<file path="src/rtl/aes_round_sequencer.sv">
// Control FSM sequencing the AES-128 datapath: load 8 words, initial ARK, 10 rounds, drain 8 words.
// Optional on-the-fly key expansion step before each round: define AES_SEQ_KEYEXP_EN.
module aes_round_sequencer (
    input  logic       clk_i,
    input  logic       reset,
    input  logic       start_i,
    output logic       ready_o,
    output logic       stall_o,
    input  logic       word_valid_i,
    output logic       load_we_o,
    output logic [2:0] load_idx_o,
    output logic       init_ark_o,
    output logic       round_en_o,
    output logic [3:0] round_idx_o,
    output logic       final_round_o,
    output logic       key_exp_en_o,
    output logic       rd_valid_o,
    output logic [2:0] rd_idx_o,
    input  logic       rd_ready_i,
    output logic       done_o
);

    localparam int unsigned WORD_IDX_W = 3;
    localparam int unsigned ROUND_W    = 4;
    localparam logic [WORD_IDX_W-1:0] LAST_WORD  = WORD_IDX_W'(7);
    localparam logic [ROUND_W-1:0]    LAST_ROUND = ROUND_W'(10);

    typedef enum logic [2:0] {
        S_IDLE  = 3'd0,
        S_LOAD  = 3'd1,
        S_INIT  = 3'd2,
        S_ROUND = 3'd3,
        S_DRAIN = 3'd4,
        S_DONE  = 3'd5
`ifdef AES_SEQ_KEYEXP_EN
        , S_KEYEXP = 3'd6
`endif
    } state_t;

    state_t                state_q, state_d;
    logic [WORD_IDX_W-1:0] word_q, word_d;
    logic [ROUND_W-1:0]    round_q, round_d;
    logic                  round_last;

    // State and counter registers
    always_ff @(posedge clk_i) begin
        if (reset) begin
            state_q <= S_IDLE;
            word_q  <= '0;
            round_q <= '0;
        end else begin
            state_q <= state_d;
            word_q  <= word_d;
            round_q <= round_d;
        end
    end

    // Any out-of-range round count is treated as the last round so the FSM always drains
    assign round_last = (round_q >= LAST_ROUND);

    // Next-state and counter update
    always_comb begin
        state_d = state_q;
        word_d  = word_q;
        round_d = round_q;
        case (state_q)
            S_IDLE: begin
                if (start_i) begin
                    state_d = S_LOAD;
                    word_d  = '0;
                end
            end
            S_LOAD: begin
                if (word_valid_i) begin
                    word_d = word_q + 1'b1;
                    if (word_q == LAST_WORD) state_d = S_INIT;
                end
            end
            S_INIT: begin
                round_d = ROUND_W'(1);
`ifdef AES_SEQ_KEYEXP_EN
                state_d = S_KEYEXP;
`else
                state_d = S_ROUND;
`endif
            end
`ifdef AES_SEQ_KEYEXP_EN
            S_KEYEXP: state_d = S_ROUND;
`endif
            S_ROUND: begin
                if (round_last) begin
                    state_d = S_DRAIN;
                    word_d  = '0;
                end else begin
                    round_d = round_q + 1'b1;
`ifdef AES_SEQ_KEYEXP_EN
                    state_d = S_KEYEXP;
`else
                    state_d = S_ROUND;
`endif
                end
            end
            S_DRAIN: begin
                if (rd_ready_i) begin
                    word_d = word_q + 1'b1;
                    if (word_q == LAST_WORD) state_d = S_DONE;
                end
            end
            S_DONE:  state_d = S_IDLE;
            default: state_d = S_IDLE;
        endcase
    end

    // Output decode
    always_comb begin
        ready_o       = 1'b0;
        load_we_o     = 1'b0;
        load_idx_o    = '0;
        init_ark_o    = 1'b0;
        round_en_o    = 1'b0;
        round_idx_o   = '0;
        final_round_o = 1'b0;
        key_exp_en_o  = 1'b0;
        rd_valid_o    = 1'b0;
        rd_idx_o      = '0;
        done_o        = 1'b0;
        case (state_q)
            S_IDLE:  ready_o = 1'b1;
            S_LOAD: begin
                load_we_o  = word_valid_i;
                load_idx_o = word_q;
            end
            S_INIT:  init_ark_o = 1'b1;
`ifdef AES_SEQ_KEYEXP_EN
            S_KEYEXP: begin
                key_exp_en_o = 1'b1;
                round_idx_o  = round_q;
            end
`endif
            S_ROUND: begin
                round_en_o    = 1'b1;
                round_idx_o   = round_q;
                final_round_o = (round_q == LAST_ROUND);
            end
            S_DRAIN: begin
                rd_valid_o = 1'b1;
                rd_idx_o   = word_q;
            end
            S_DONE:  done_o = 1'b1;
            default: ready_o = 1'b0;
        endcase
        stall_o = start_i & ~ready_o;
    end

endmodule

</file>
<file path="config.mk">
export PLATFORM = sky130hd
export DESIGN_NAME = aes_round_sequencer
export DESIGN_NICKNAME = d
export VERILOG_FILES = /design/src/rtl/aes_round_sequencer.sv
export SDC_FILE = /design/constraint.sdc
export NUM_CORES = 1
export LEC_CHECK = 0
export CAP_MARGIN = 40
export CORE_MARGIN = 10
export CORE_UTILIZATION = 47
export CTS_CLUSTER_SIZE = 12
export DETAILED_ROUTE_END_ITERATION = 8
export PLACE_DENSITY = 0.83
export SYNTH_ARGS = -nofsm -noshare
export SYNTH_HDL_FRONTEND = slang
export SYNTH_SLANG_ARGS = --single-unit
</file>
<file path="constraint.sdc">
create_clock -name clk_i -period 4.06 [get_ports clk_i]
set_input_delay 0.609 -clock clk_i [delete_from_list [all_inputs] [get_ports clk_i]]
set_output_delay 0.609 -clock clk_i [all_outputs]
set_load 0.005 [all_outputs]
</file>
=== Word level (Yosys, flattened, before mapping) ===
Cells that the tools add are included.

* Register bits after elaboration: 10
* Input port bits: 5
* Output and inout port bits: 19
* Word-level logic and storage cells: 52

* Add/sub/neg operators: 2
* Order comparisons: 1
* Equality and inequality tests: 14
* Muxes and demuxes: 24
* Bitwise logic cells: 2
* Reduce and logical (&&, ||, !) cells: 6

{| class="wikitable"
|+ Operators with widths
! operator !! number
|-
| $mux 3 || 12
|-
| $pmux 3 s5 || 1
|-
| $ne 2x2->1 const B || 7
|-
| $pmux 3 s4 || 1
|-
| $reduce_and 5->1 || 2
|-
| $eq 3x3->1 const B || 3
|-
| $mux 4 || 2
|-
| $pmux 4 s2 || 1
|-
| $mux 1 || 7
|-
| $eq 3x2->1 const B || 2
|-
| $add 4x1->4 const B || 1
|-
| $eq 4x4->1 const B || 1
|-
| $ge 4x4->1 const B || 1
|-
| $reduce_bool 4->1 || 1
|-
| $add 3x1->3 const B || 1
|-
| $eq 3x1->1 const B || 1
|-
| $logic_not 3->1 || 1
|-
| $reduce_and 2->1 || 1
|-
| $reduce_bool 2->1 || 1
|-
| $and 1x1->1 || 1
|-
| $not 1->1 || 1
|}

=== Depth between registers and ports, before layout ===
Gate-level depths: netlist of the first run.

* Depth in word-level cells: 4
* Mapped depth: 6
* Mapped depth without buffers: 6

=== Worst setup path before layout of the first run ===
Ideal clock, no wire load.

* Path type: reg2out
* Start point: reg state_q[0]
* End point: out rd_idx_o[0]
* Arrival time: 1.108 ns
* Required time: 3.451 ns
* Setup slack: 2.343 ns
* Cell stages (with the launch flop): 4
* Buffers on the path: 1
* Cells stage by stage: dfxtp_1 -> clkbuf_1 -> nor3b_1 -> and2_1

* Word-level cells in the longest chain between the ends: 2

{| class="wikitable"
|+ Ends and longest elaborated chain
! element !! line !! RTL
|-
| start: declaration || 40 || <nowiki>state_t state_q, state_d;</nowiki>
|-
| start signal: assignment || 52 || <nowiki>state_q <= state_d;</nowiki>
|-
| $eq 3x3->1 || 127 || <nowiki>case (state_q)</nowiki>
|-
| $mux 3 || 127 ||
|-
| end: declaration || 18 || <nowiki>output logic [2:0] rd_idx_o,</nowiki>
|}

No other way between the ends.

=== Worst setup path in the final report of the first run ===
* Start point: reg state_q[0]
* End point: out final_round_o

* Word-level cells in the longest chain between the ends: 2

{| class="wikitable"
|+ Ends and longest elaborated chain
! element !! line !! RTL
|-
| $eq 3x2->1 || 127 ||
|-
| $mux 1 || 127 ||
|-
| end: declaration || 15 || <nowiki>output logic final_round_o,</nowiki>
|}

No other way between the ends.

==> metrics.yaml, run 1 <==
status:
  status: "completed"
critical_path:
  r2r_slack_ns: 2.21
  startpoint: "state_q[0]"
  critPathLaunchType: "flip-flop"
  rr_worst_depth: 4
  arrival_ns: 2.26
  r2r_start: "state_q[0]"
  regToRegEndpoint: "word_q[0]"
  path_max_fanout: 15
  critical_path_class: "flip-flop to output port"
  cpMaxStageDelayCell: "dfxtp_1"
  end_kind: "output port"
  cp.required_ns: 3.45
  crit_path_max_incr_delay_ns: 0.61
  cp_cell_sequence: "nor2b_1 -> and3_1 -> and3b_2 -> clkdlybuf4s50_1"
logic_synthesis:
  synth_edf_count: 0
  synthFlopType: "dfxtp_1"
  syn_avg_cell_area_um2: 8.397
  netlist_area_um2: 696.9
  seq_area_frac_synth: 0.2873
  async_flop_share: 0
  yosys.cell_types.count: 37
  synthCells: 83
  ys_ff_latch: 10
  ys.warnings.count: 0
  synth_nets: 92
timing:
  setup_viol: 0
  hold_viol: 0
  finalSetupTns_ns: 0
  rsz0062_at_grt: "false"
  fin_crit_ns: 2.872
  timing.fmax_mhz: 348.2
  fin_skew_ns: 0.006851
  drv_slew: 0
  fin_crit_sh: 0.7074
power_and_ir_drop:
  leakage_uw: 0.0003879
  finalPower_uw: 221.3
  p_per_area_nw_per_um2: 239.0
  peakVddDrop_mv: 0.1981
layout:
  drive_gt1_frac: 0.1078
  areaGrowthSynthToFinish_pct: 32.85
  multiInputGateArea_um2: 439.2
  nets: 112
  fin_util: 0.6858
  nFillCells: 115
  area.sequential_um2: 200.2
  antenna_cells: 0
route:
  wl_per_cell_um: 15.28
  drtPass1Iterations: 4
  drc: 0
  ant_nets: 0
  drt_first_iter_violations: 19
  vias: 652
  wirelength_um: 1788
  viasPerCell: 5.573
grt:
  grt_util_all_layers: 0.1068
  grt_pass1_vias: 603
  grt_max_degree: 16
  grt_pass1_wl_um: 2980
  gr-total-overflow: 0
  antenna_found_initial: 0
placement:
  dp_hpwl_um: 1402
  io_buffers: 22
  gp_congestion: 0.8176
floorplan:
  die_x_um: 58.51
  start_util: 0.5162
  die_y_um: 58.51
  core_area_um2: 1350
  ios: 24
  rows: 13
  die-area_um2: 3423
clock_network:
  cts_made_buffers: 3
  cts_root_buf: "clkbuf_4"
  clk_path_buf_depth: 2
  worst_setup_hold_path_clk_slew_ns: 0.08
  tritoncts: "built"
  clk_latency_ns: 0.28
  clock_sinks: 10
  postCtsSetupBuffers: 0
  ctsHoldBuffers: 0
  cts_max_level: 1
  cts_resized: 0
hold_path:
  hold_path.class: "flip-flop to flip-flop"
  holdPathStages: 1
  min-delay-start: "word_q[2]"
  holdPathEnd: "word_q[2]"
flow_run:
  cap_violations: 0
power breakdown:
group / switching [uW] / internal [uW] / total (uW)
logic: 9.53 / 12.9 / 22.5
clock network: 40.8 / 54.6 / 95.4
registers: 3.81 / 99.6 / 103
total: 54.1 / 167 / 221
per-stage QoR:
step	hold slack (ns)	setup WS [ns]	std cells	area, um^2
after floorplan	0.4738	2.343	83	696.9
after global placement	0.5129	1.582	113	889.6
after detailed placement	0.5280	1.473	113	889.6
after CTS	0.5448	1.175	117	925.9
after global routing	0.5685	0.9838	117	925.9
final	0.5417	1.188	117	925.9
cells in the mapped netlist, types with 2 or more instances:
master | count | share of area
dfxtp_1 | 10 | 0.29
and3_1 | 9 | 0.081
nor2_1 | 8 | 0.043
a21oi_1 | 4 | 0.029
and2_1 | 4 | 0.036
ha_1 | 4 | 0.072
nor3_1 | 4 | 0.029
buf_4 | 3 | 0.032
inv_1 | 3 | 0.016
a22o_1 | 2 | 0.025
and3_2 | 2 | 0.022
clkbuf_1 | 2 | 0.011
nand2_1 | 2 | 0.011
nor2b_1 | 2 | 0.018
o21bai_1 | 2 | 0.022
how the worst max path moves through the flow:
stage | to | cells after the start | slack, ns
3_3_place_gp | final_round_o | 4 | 1.58
2_1_floorplan | rd_idx_o[0] | 3 | 2.34
3_5_place_dp | final_round_o | 4 | 1.47
5_1_grt | final_round_o | 4 | 0.98
4_1_cts | final_round_o | 4 | 1.17
6_report | final_round_o | 4 | 1.19
sequential cells by signal, indices dropped and copies added (netlist names):
name	flops
word_q	3
round_q	4
state_q	3
cells by family after synthesis:
kind of cell / synth area share
buf+inv: 0.08258
simple gates: 0.3232
fa+ha+maj: 0.07182
mux: 0.03052
compound gates: 0.1993
flops: 0.2873
other cells: 0.005381
area by class of cell:
type | count | area share
Tap cell | 15 | 0.02027
Timing Repair Buffer | 22 | 0.2378
Clock buffer | 4 | 0.03919
Multi-Input combinational cell | 63 | 0.4743
Inverter | 3 | 0.01216
Sequential cell | 10 | 0.2162
cells in the final DEF, fill, tap and decap left out, drive strengths merged, types with 3 or more instances in the layout:
cell type / synthesis / routed
clkdlybuf4s50: 0 / 22
and3: 11 / 11
dfxtp: 10 / 10
nor2: 8 / 8
and2: 4 / 4
nor3: 4 / 4
a21oi: 4 / 4
ha: 4 / 4
clkbuf: 2 / 4
inv: 3 / 3
routing by layer:
layer | vias up | global-route usage | part of all wire
met5 | - | 0 | 0
met4 | 0 | 0.02013 | 0.0056
met3 | 3 | 0.05150 | 0.068
met2 | 16 | 0.1548 | 0.45
met1 | 298 | 0.1391 | 0.47
li1 | 335 | - | -
worst max-delay path, delay by kind of cell (launching register included):
kind,cells,cell delay (ns)
buf+inv,1,0.50
flops,1,0.61
simple gates,3,0.87
Note: power is estimated with default switching activity, not from simulation.
==> run 2, diff against run 1 <==
CORE_UTILIZATION = 43   (was 47)
PLACE_DENSITY = 0.77   (was 0.83)
clock period = 3 ns   (was 4.06 ns; I/O delays follow)
==> metrics.yaml, run 2 (same netlist as run 1, synthesis figures left out) <==
status:
  status: "completed"
power_and_ir_drop:
  switching_share: 0.2257  # -0.01895
  p_comb_frac: 0.104  # +0.003
  leakage_uw: 0.0003879  # unchanged
  peakVddDrop_mv: 0.3118  # +57%
  p_switching_uw: 65.89  # +22%
  p_per_area_nw_per_um2: 314.9  # +32%
  seqPwrFrac: 0.478  # +0.010
  internal_power_uw: 226.1  # +35%
  clkPwrFrac: 0.418  # -0.013
layout:
  nFillCells: 136  # +18%
  drive_gt1_frac: 0.1078  # unchanged
  final_common_cell: "clkdlybuf4s50_1"
  antenna_cells: 0  # unchanged
  areaGrowthSynthToFinish_pct: 33.03
  top_register: "round_q"
  reg.largest.list: "round_q (4), state_q (3), word_q (3)"
  nets: 112  # unchanged
  layout_common_cells: "22 x clkdlybuf4s50_1, 10 x dfxtp_1, 9 x and3_1, 8 x nor2_1"
  largest_reg_flops: 4  # unchanged
  multiInputGateArea_um2: 439.2  # unchanged
  area.sequential_um2: 200.2  # unchanged
grt:
  grt_util_all_layers: 0.1009  # -0.005859
  met1_usage: 0.1141  # -0.02491
  grt_max_degree: 16  # unchanged
  grt_pass1_vias: 593  # -1.7%
  met3_usage: 0.05085  # -0.0006547
  use_met2: 0.1485  # -0.006251
  gr-total-overflow: 0  # unchanged
  grt_pass1_wl_um: 2766  # -7.2%
  antenna_found_initial: 0  # unchanged
  busiest_layer: "met2"
route:
  drt_first_iter_violations: 20  # +1
  ant_nets: 0  # unchanged
  drc: 0  # unchanged
  vias: 659  # +1.1%
  drtPass1Iterations: 4  # unchanged
  wl_per_cell_um: 14.18  # -7.2%
  wirelength_um: 1673  # -6.4%
  viasPerCell: 5.585  # +0.22%
critical_path:
  regToRegEndpoint: "word_q[0]"
  critical_path_class: "flip-flop to output port"
  critPathLaunchType: "flip-flop"
  cp.required_ns: 2.55  # -0.90 ns
  cp_cell_sequence: "nor2b_1 -> and3_1 -> and3b_2 -> clkdlybuf4s50_1"
  arrival_ns: 2.24  # -0.02 ns
  r2r_slack_ns: 1.20  # -1.01 ns
  path_max_fanout: 15  # unchanged
  rr_worst_depth: 4  # unchanged
  cpMaxStageDelayCell: "dfxtp_1"
  r2r_start: "state_q[0]"
  crit_path_max_incr_delay_ns: 0.57  # -0.04 ns
  end_kind: "output port"
clock_network:
  cts_resized: 0  # unchanged
  cts_made_buffers: 3  # unchanged
  cts_max_level: 1  # unchanged
  worst_setup_hold_path_clk_slew_ns: 0.06  # -0.02 ns
  tritoncts: "built"
  clock_sinks: 10  # unchanged
  ctsHoldBuffers: 0  # unchanged
  clk_path_buf_depth: 2  # unchanged
  clk_latency_ns: 0.27  # about the same
  cts_root_buf: "clkbuf_4"
  postCtsSetupBuffers: 0  # unchanged
placement:
  dp_hpwl_um: 1357  # -3.2%
  place_ws_ns: 0.6108  # -0.8618 ns
  gp_congestion: 0.7755  # -5.1%
  io_buffers: 22  # unchanged
timing:
  finalSetupTns_ns: 0  # unchanged
  maxSlewHeadroom: 0.6677
  setup_viol: 0  # unchanged
  tightest_slew_ns: 0.4974
  fin_skew_ns: 0.005051  # -0.001800 ns
  finalWorstSetupSlack_ns: 0.3114  # -0.8765 ns
  fin_crit_ns: 2.689
  hold_viol: 0  # unchanged
  timing.fmax_mhz: 371.9
  drv_slew: 0  # unchanged
  fin_crit_sh: 0.8962
  rsz0062_at_grt: "false"
floorplan:
  start_util: 0.4573  # -0.05891
  die_x_um: 60.26  # +3.0%
  rows: 14  # +1
  die_y_um: 60.26  # +3.0%
  ios: 24  # unchanged
  die-area_um2: 3631  # +6.1%
  core_area_um2: 1524  # +13%
hold_path:
  holdPathStages: 1  # unchanged
  hold_path.class: "flip-flop to flip-flop"
  holdPathEnd: "word_q[2]"
  min-delay-start: "word_q[2]"
flow_run:
  cap_violations: 0  # unchanged
==> run 2: cell counts in the layout (fill, tap and decap cells not counted) <==
Identical to the previous run, type by type.
==> run 2: per-stage QoR <==
stage	cells	instance area (um^2)	power, uW	hold WS, ns	util
floorplan	83	696.9	160.0	0.4738	-
global placement	114	890.9	172.7	0.5108	0.5846
detailed placement	114	890.9	173.2	0.5148	0.5846
CTS	118	927.1	298.4	0.5318	0.6084
global route	118	927.1	306.9	0.5471	0.6084
finish	118	927.1	292.0	0.5350	0.6084
==> run 2: worst max path at each step <==
stage / startpoint / endpoint
2_1_floorplan: round_q[0] / round_q[2]
3_3_place_gp: state_q[0] / final_round_o
3_5_place_dp: state_q[0] / final_round_o
4_1_cts: state_q[0] / final_round_o
5_1_grt: state_q[0] / final_round_o
6_report: state_q[0] / final_round_o
==> run 2: power by group through the flow <==
stage / logic (uW) / clock network (uW) / registers [uW]
4_1_cts: 30.7 / 128 / 139
5_1_grt: 33.4 / 133 / 140
6_report: 30.4 / 122 / 140
2_1_floorplan: 20.1 / 0 / 140
3_3_place_gp: 30.2 / 0 / 142
3_5_place_dp: 30.6 / 0 / 143
==> run 2: area by class of cell <==
cell class,instances,area share
multi-input combinational,63,0.4737
timing repair buffer,22,0.2375
sequential,10,0.2159
clock buffer,4,0.03914
tap,16,0.02159
inverter,3,0.01215
==> run 2: critical path: cells and delay by family, from the launching register on <==
kind,cells,cell delay (ns)
buffers and inverters,1,0.49
AND/OR/NAND/NOR,3,0.90
flip-flops,1,0.57
==> run 2: metal layers <==
metal	share of wire	vias up	routed length, um
met5	0	-	0
met4	0.014	0	23
met3	0.075	2	126
met2	0.49	18	812
met1	0.42	305	711
li1	-	334	-
==> patch 1: new RTL, config.mk and constraints of run 2 <==
Make the reset (`reset`) asynchronous in one clocked block.
--- a/src/rtl/aes_round_sequencer.sv
+++ b/src/rtl/aes_round_sequencer.sv
@@ -43,7 +43,7 @@
     logic                  round_last;
 
     // State and counter registers
-    always_ff @(posedge clk_i) begin
+    always_ff @(posedge clk_i or posedge reset) begin
         if (reset) begin
             state_q <= S_IDLE;
             word_q  <= '0;
Function: differs if reset is asserted again (counterexample within 4 cycles, from zero or initial values and one cycle with reset high); with reset held inactive, the same outputs for 10 cycles.
==> patch 1 against run 2 <==
Setup slack better by 150 ps. Wire length is 0.12% lower. Synthesized area is 7.7% higher. Cell area is 4.5% higher. Sequential cell count stayed put. First-iteration DRC count is 50% lower. Count of clock-buffer cells in the layout is 1 lower. Clock skew is 1.1 ps lower. Non-clock buffer count stayed put. Critical path type unchanged. Highest routed layer unchanged.
Power is not compared: it rests on default switching activity, and its combinational part moved more than twofold at a synthesized area within 25%.
==> patch 1: results (changes against run 2) <==
metric,value,unit,change
drtIter0Drc,10,,was 20
layout.nets,110,,was 112
hold_path.class,in2async,,was reg2reg
drive_gt1_share,11.1,%,was 10.8%
grt_max_degree,15,,was 16
htree_levels,1,,unchanged
globalplace.congestion,0.734,,was 0.776
rr_worst_depth,6,,was 4
status,finished clean,,unchanged
wire_per_inst,14.4,microns,was 14.2 microns
critical_path.slowest_cell,dfrtp_1,,was dfxtp_1
critPathArrivalTime,2090,ps,was 2240 ps
grt_pass1_wl,2.82,mm,was 2.77 mm
numCtsBuffers,3,,unchanged
async_flop_share,100,%,was 0%
antenna_found_initial,0,,unchanged
grt_use_total,9.59,%,was 10.1%
ys_seq_area_share,33.3,%,was 28.7%
r2r_start,round_q[0],,was state_q[0]
ys_types,36,,was 37
ys.flop_type,dfrtp_1,,was dfxtp_1
synthTopCellsByCount,"dfrtp_1 (10), nor2_1 (10), inv_1 (7)",,"was dfxtp_1 (10), and3_1 (9), nor2_1 (8)"
synth.net_count,89,,was 92
vias,618,,was 659
fillers,159,,was 136
critPathMaxStageDelay,630,ps,was 570 ps
critPathLaunch,state_q[0],,unchanged
ctsResizeCount,0,,unchanged
ys_top_cells_by_area,"dfrtp_1 (33%), ha_1 (6.7%), and3_1 (5.0%)",,"was dfxtp_1 (29%), and3_1 (8.1%), ha_1 (7.2%)"
postPlaceCellArea,946,sq um,was 891 sq um
critPathMaxFanout,13,,was 15
finalClockSkew,3.93,ps,was 5.05 ps
hpwl,1.32,mm,was 1.36 mm
==> patch 1: cell count changes after synthesis, moves of 2 or more <==
cell	change
and3_1	-3
nor2_1	+2
buf_4	-2
dfrtp_1	+10
and2_1	-2
inv_1	+4
dfxtp_1	-10
a22o_1	-2
nand2_1	+2
and3_2	-2
a21oi_1	-2
mux2i_1	+2
==> patch 1: layout make-up <==
| type | instances | area [sq um] | area share (%) |
|---|---|---|---|
| Multi-Input combinational cell | 57 | 428 | 44.2 |
| Sequential cell | 10 | 250 | 25.8 |
| Timing Repair Buffer | 22 | 220 | 22.7 |
| Inverter | 7 | 26.3 | 2.71 |
| Clock buffer | 3 | 22.5 | 2.33 |
| Tap cell | 17 | 21.3 | 2.20 |
==> patch 1: stage by stage <==
| step | setup slack [ps] | hold slack [ps] | instances | total power [uW] |
|---|---|---|---|---|
| after global routing | 357 | 488 | 116 | 791 |
| after CTS | 482 | 474 | 116 | 725 |
| after detailed placement | 786 | 540 | 113 | 629 |
| after global placement | 823 | 535 | 113 | 621 |
| final | 459 | 452 | 116 | 717 |
| after floorplan | 1440 | 290 | 80 | 492 |
==> patch 1: per-layer routing <==
layer  part of all wire [%]  track usage (%)  up-vias  wire, microns
met5                      0                0        -              0
met4                    1.2             2.87        0             20
met3                    4.4             2.64        2             74
met2                     53             16.0        9            884
met1                     41             11.7      295            692
li1                       -                -      312              -
==> patch 1: path summary, 6_finish.rpt <==
path                                  to  slack [ps]
setup / recovery           final_round_o         460
hold / removal                round_q[1]         450
setup reg to reg               word_q[0]        1280
hold reg to reg               round_q[0]         550
max in group asynchronous     state_q[1]        2270
min in group clk_i            round_q[0]         550
==> patch 1: logic make-up (layout without fill, tap and decap cells) <==
family / count (synthesis) / in the layout / synth area share [%]
XOR/XNOR: 2 / 2 / 2.33
buffers and inverters: 13 / 32 / 9.67
multiplexers: 4 / 4 / 6.00
AND/OR/NAND/NOR: 35 / 35 / 25.3
flip-flops: 10 / 10 / 33.3
adder cells (fa/ha/maj): 4 / 4 / 6.67
other: 1 / 1 / 0.500
AO/OA/AOI/OAI: 11 / 11 / 16.2
==> patch 1: worst register-to-register path, cell delays in order (launching register included) <==
cell and delay [ps]:
dfrtp_1 420, inv_1 80, ha_1 250, o31ai_4 290, o21ai_4 100, o2111ai_4 140
mux2_4 330
==> patch 1: power by group <==
group | total, uW | internal, uW | switching (uW)
clock network | 94.6 | 46.5 | 48.2
logic | 373 | 212 | 161
registers | 250 | 179 | 70.8
==> patch 2: new RTL, flow settings as in run 2 <==
Made on the original files. The option `AES_SEQ_KEYEXP_EN` is turned on by a define.
--- a/src/rtl/aes_round_sequencer.sv
+++ b/src/rtl/aes_round_sequencer.sv
@@ -1,5 +1,7 @@
 // Control FSM sequencing the AES-128 datapath: load 8 words, initial ARK, 10 rounds, drain 8 words.
 // Optional on-the-fly key expansion step before each round: define AES_SEQ_KEYEXP_EN.
+`define AES_SEQ_KEYEXP_EN
+
 module aes_round_sequencer (
     input  logic       clk_i,
     input  logic       reset,
Behaviour: same outputs for any inputs over 10 cycles, from zero or initial values and one cycle with reset high; that may be too few to reach the edited logic, so the function may still have changed.
==> patch 2 against run 2 <==
Register-to-register slack gained 190 ps. Non-clock buffer count grew 1. Cell area grew 5.7%. Synthesized area grew 7.5%. Wire length grew 18%. Clock skew grew 1.1 ps. Critical path type unchanged. Sequential cell count is the same. Setup slack gained 74 ps. Sequential share of layout area shrank 1.2 points.
Power is not compared: it rests on default switching activity, and its combinational part moved more than twofold at a synthesized area within 25%.
==> patch 2: results (changes against run 2) <==
metric,value,unit,change
status,finished clean,,unchanged
io_buffer_count,23,,was 22
period_needed,2610,ps,was 2690 ps
finalClockSkew,6.12,ps,was 5.05 ps
synth.net_count,99,,was 92
postPlaceCellArea,957,sq um,was 891 sq um
wl,1.97,mm,was 1.67 mm
globalplace.congestion,0.783,,was 0.776
ys_seq_area_share,26.7,%,was 28.7%
critical_path.slowest_cell,dfxtp_1,,unchanged
ys_types,35,,was 37
use_met2,16.4,%,was 14.9%
ys_top_cells_by_area,"dfxtp_1 (27%), and3_1 (6.7%), ha_1 (6.7%)",,"was dfxtp_1 (29%), and3_1 (8.1%), ha_1 (7.2%)"
synthTopCellsByCount,"dfxtp_1 (10), and3_1 (8), nor3_1 (7)",,"was dfxtp_1 (10), and3_1 (9), nor2_1 (8)"
first_global_vias,659,,was 593
grt_util_met3,2.03,%,was 5.08%
grt_max_degree,19,,was 16
drive_gt1_share,12.8,%,was 10.8%
tightest_slew,577,ps,was 497 ps
via_per_inst,5.67,,was 5.58
hpwl,1.53,mm,was 1.36 mm
grt_pass1_wl,3.02,mm,was 2.77 mm
gr-usage-met1,12.9,%,was 11.4%
layout.nets,120,,was 112
critPathMaxStageDelay,600,ps,was 570 ps
grt_use_total,10.4,%,was 10.1%
critPathArrivalTime,2160,ps,was 2240 ps
## patch 2: cell count changes in the layout (fill, tap and decap cells not counted), sizes merged, moves of 3 or more
cell	run 2	this run
nand2	2	5
nand2b	1	4
nor2	8	4
nor3	4	7
and2	4	0
## patch 2: final timing paths
check | depth (start not counted) | to | slack (ps) | startpoint
min reg2reg | 2 | word_q[2] | 520 | word_q[2]
min | 2 | word_q[2] | 520 | word_q[2]
max | 4 | init_ark_o | 390 | state_q[1]
max reg2reg | 5 | state_q[1] | 1390 | round_q[0]
## patch 2: worst max-delay path: cells and delay by family (launching register included)
kind / cells / cell delay (ps)
buf+inv: 3 / 870
flops: 1 / 600
simple gates: 1 / 420
## patch 2: cell type report
class / instances / area [sq um]
Clock buffer: 3 / 22.5
Fill cell: 161 / 709
Inverter: 5 / 18.8
Multi-Input combinational cell: 68 / 487
Sequential cell: 10 / 200
Tap cell: 17 / 21.3
Timing Repair Buffer: 23 / 230
## patch 2: per-layer routing
metal | routed length, microns | up-vias | share of wire, %
li1 | - | 371 | -
met1 | 901 | 315 | 46
met2 | 902 | 22 | 46
met3 | 117 | 6 | 5.9
met4 | 54 | 0 | 2.7
met5 | 0 | - | 0
## patch 2: cell families (layout without fill, tap and decap cells)
group,Yosys count,count (layout),synth area share [%]
multiplexers,3,3,4.01
XOR/XNOR,3,3,3.51
adder cells (fa/ha/maj),4,4,6.68
flip-flops,10,10,26.7
AO/OA/AOI/OAI,15,15,16.5
AND/OR/NAND/NOR,43,43,34.2
buffers and inverters,12,31,8.35
## patch 2: power groups by stage
stage               logic, uW  registers, uW  clock network, uW
floorplan                 306            193                  0
global placement          355            246                  0
detailed placement        361            250                  0
CTS                       362            248               91.6
global route              392            258               98.4
finish                    360            250               89.9
## patch 2: through the flow
stage / worst slack [ps] / instances / power [uW] / util [%]
2_1_floorplan: 1590 / 90 / 499 / -
3_3_place_gp: 747 / 123 / 601 / 56.7
3_5_place_dp: 691 / 123 / 612 / 56.7
4_1_cts: 401 / 126 / 701 / 58.0
5_1_grt: 265 / 126 / 749 / 58.0
6_report: 385 / 126 / 701 / 58.0
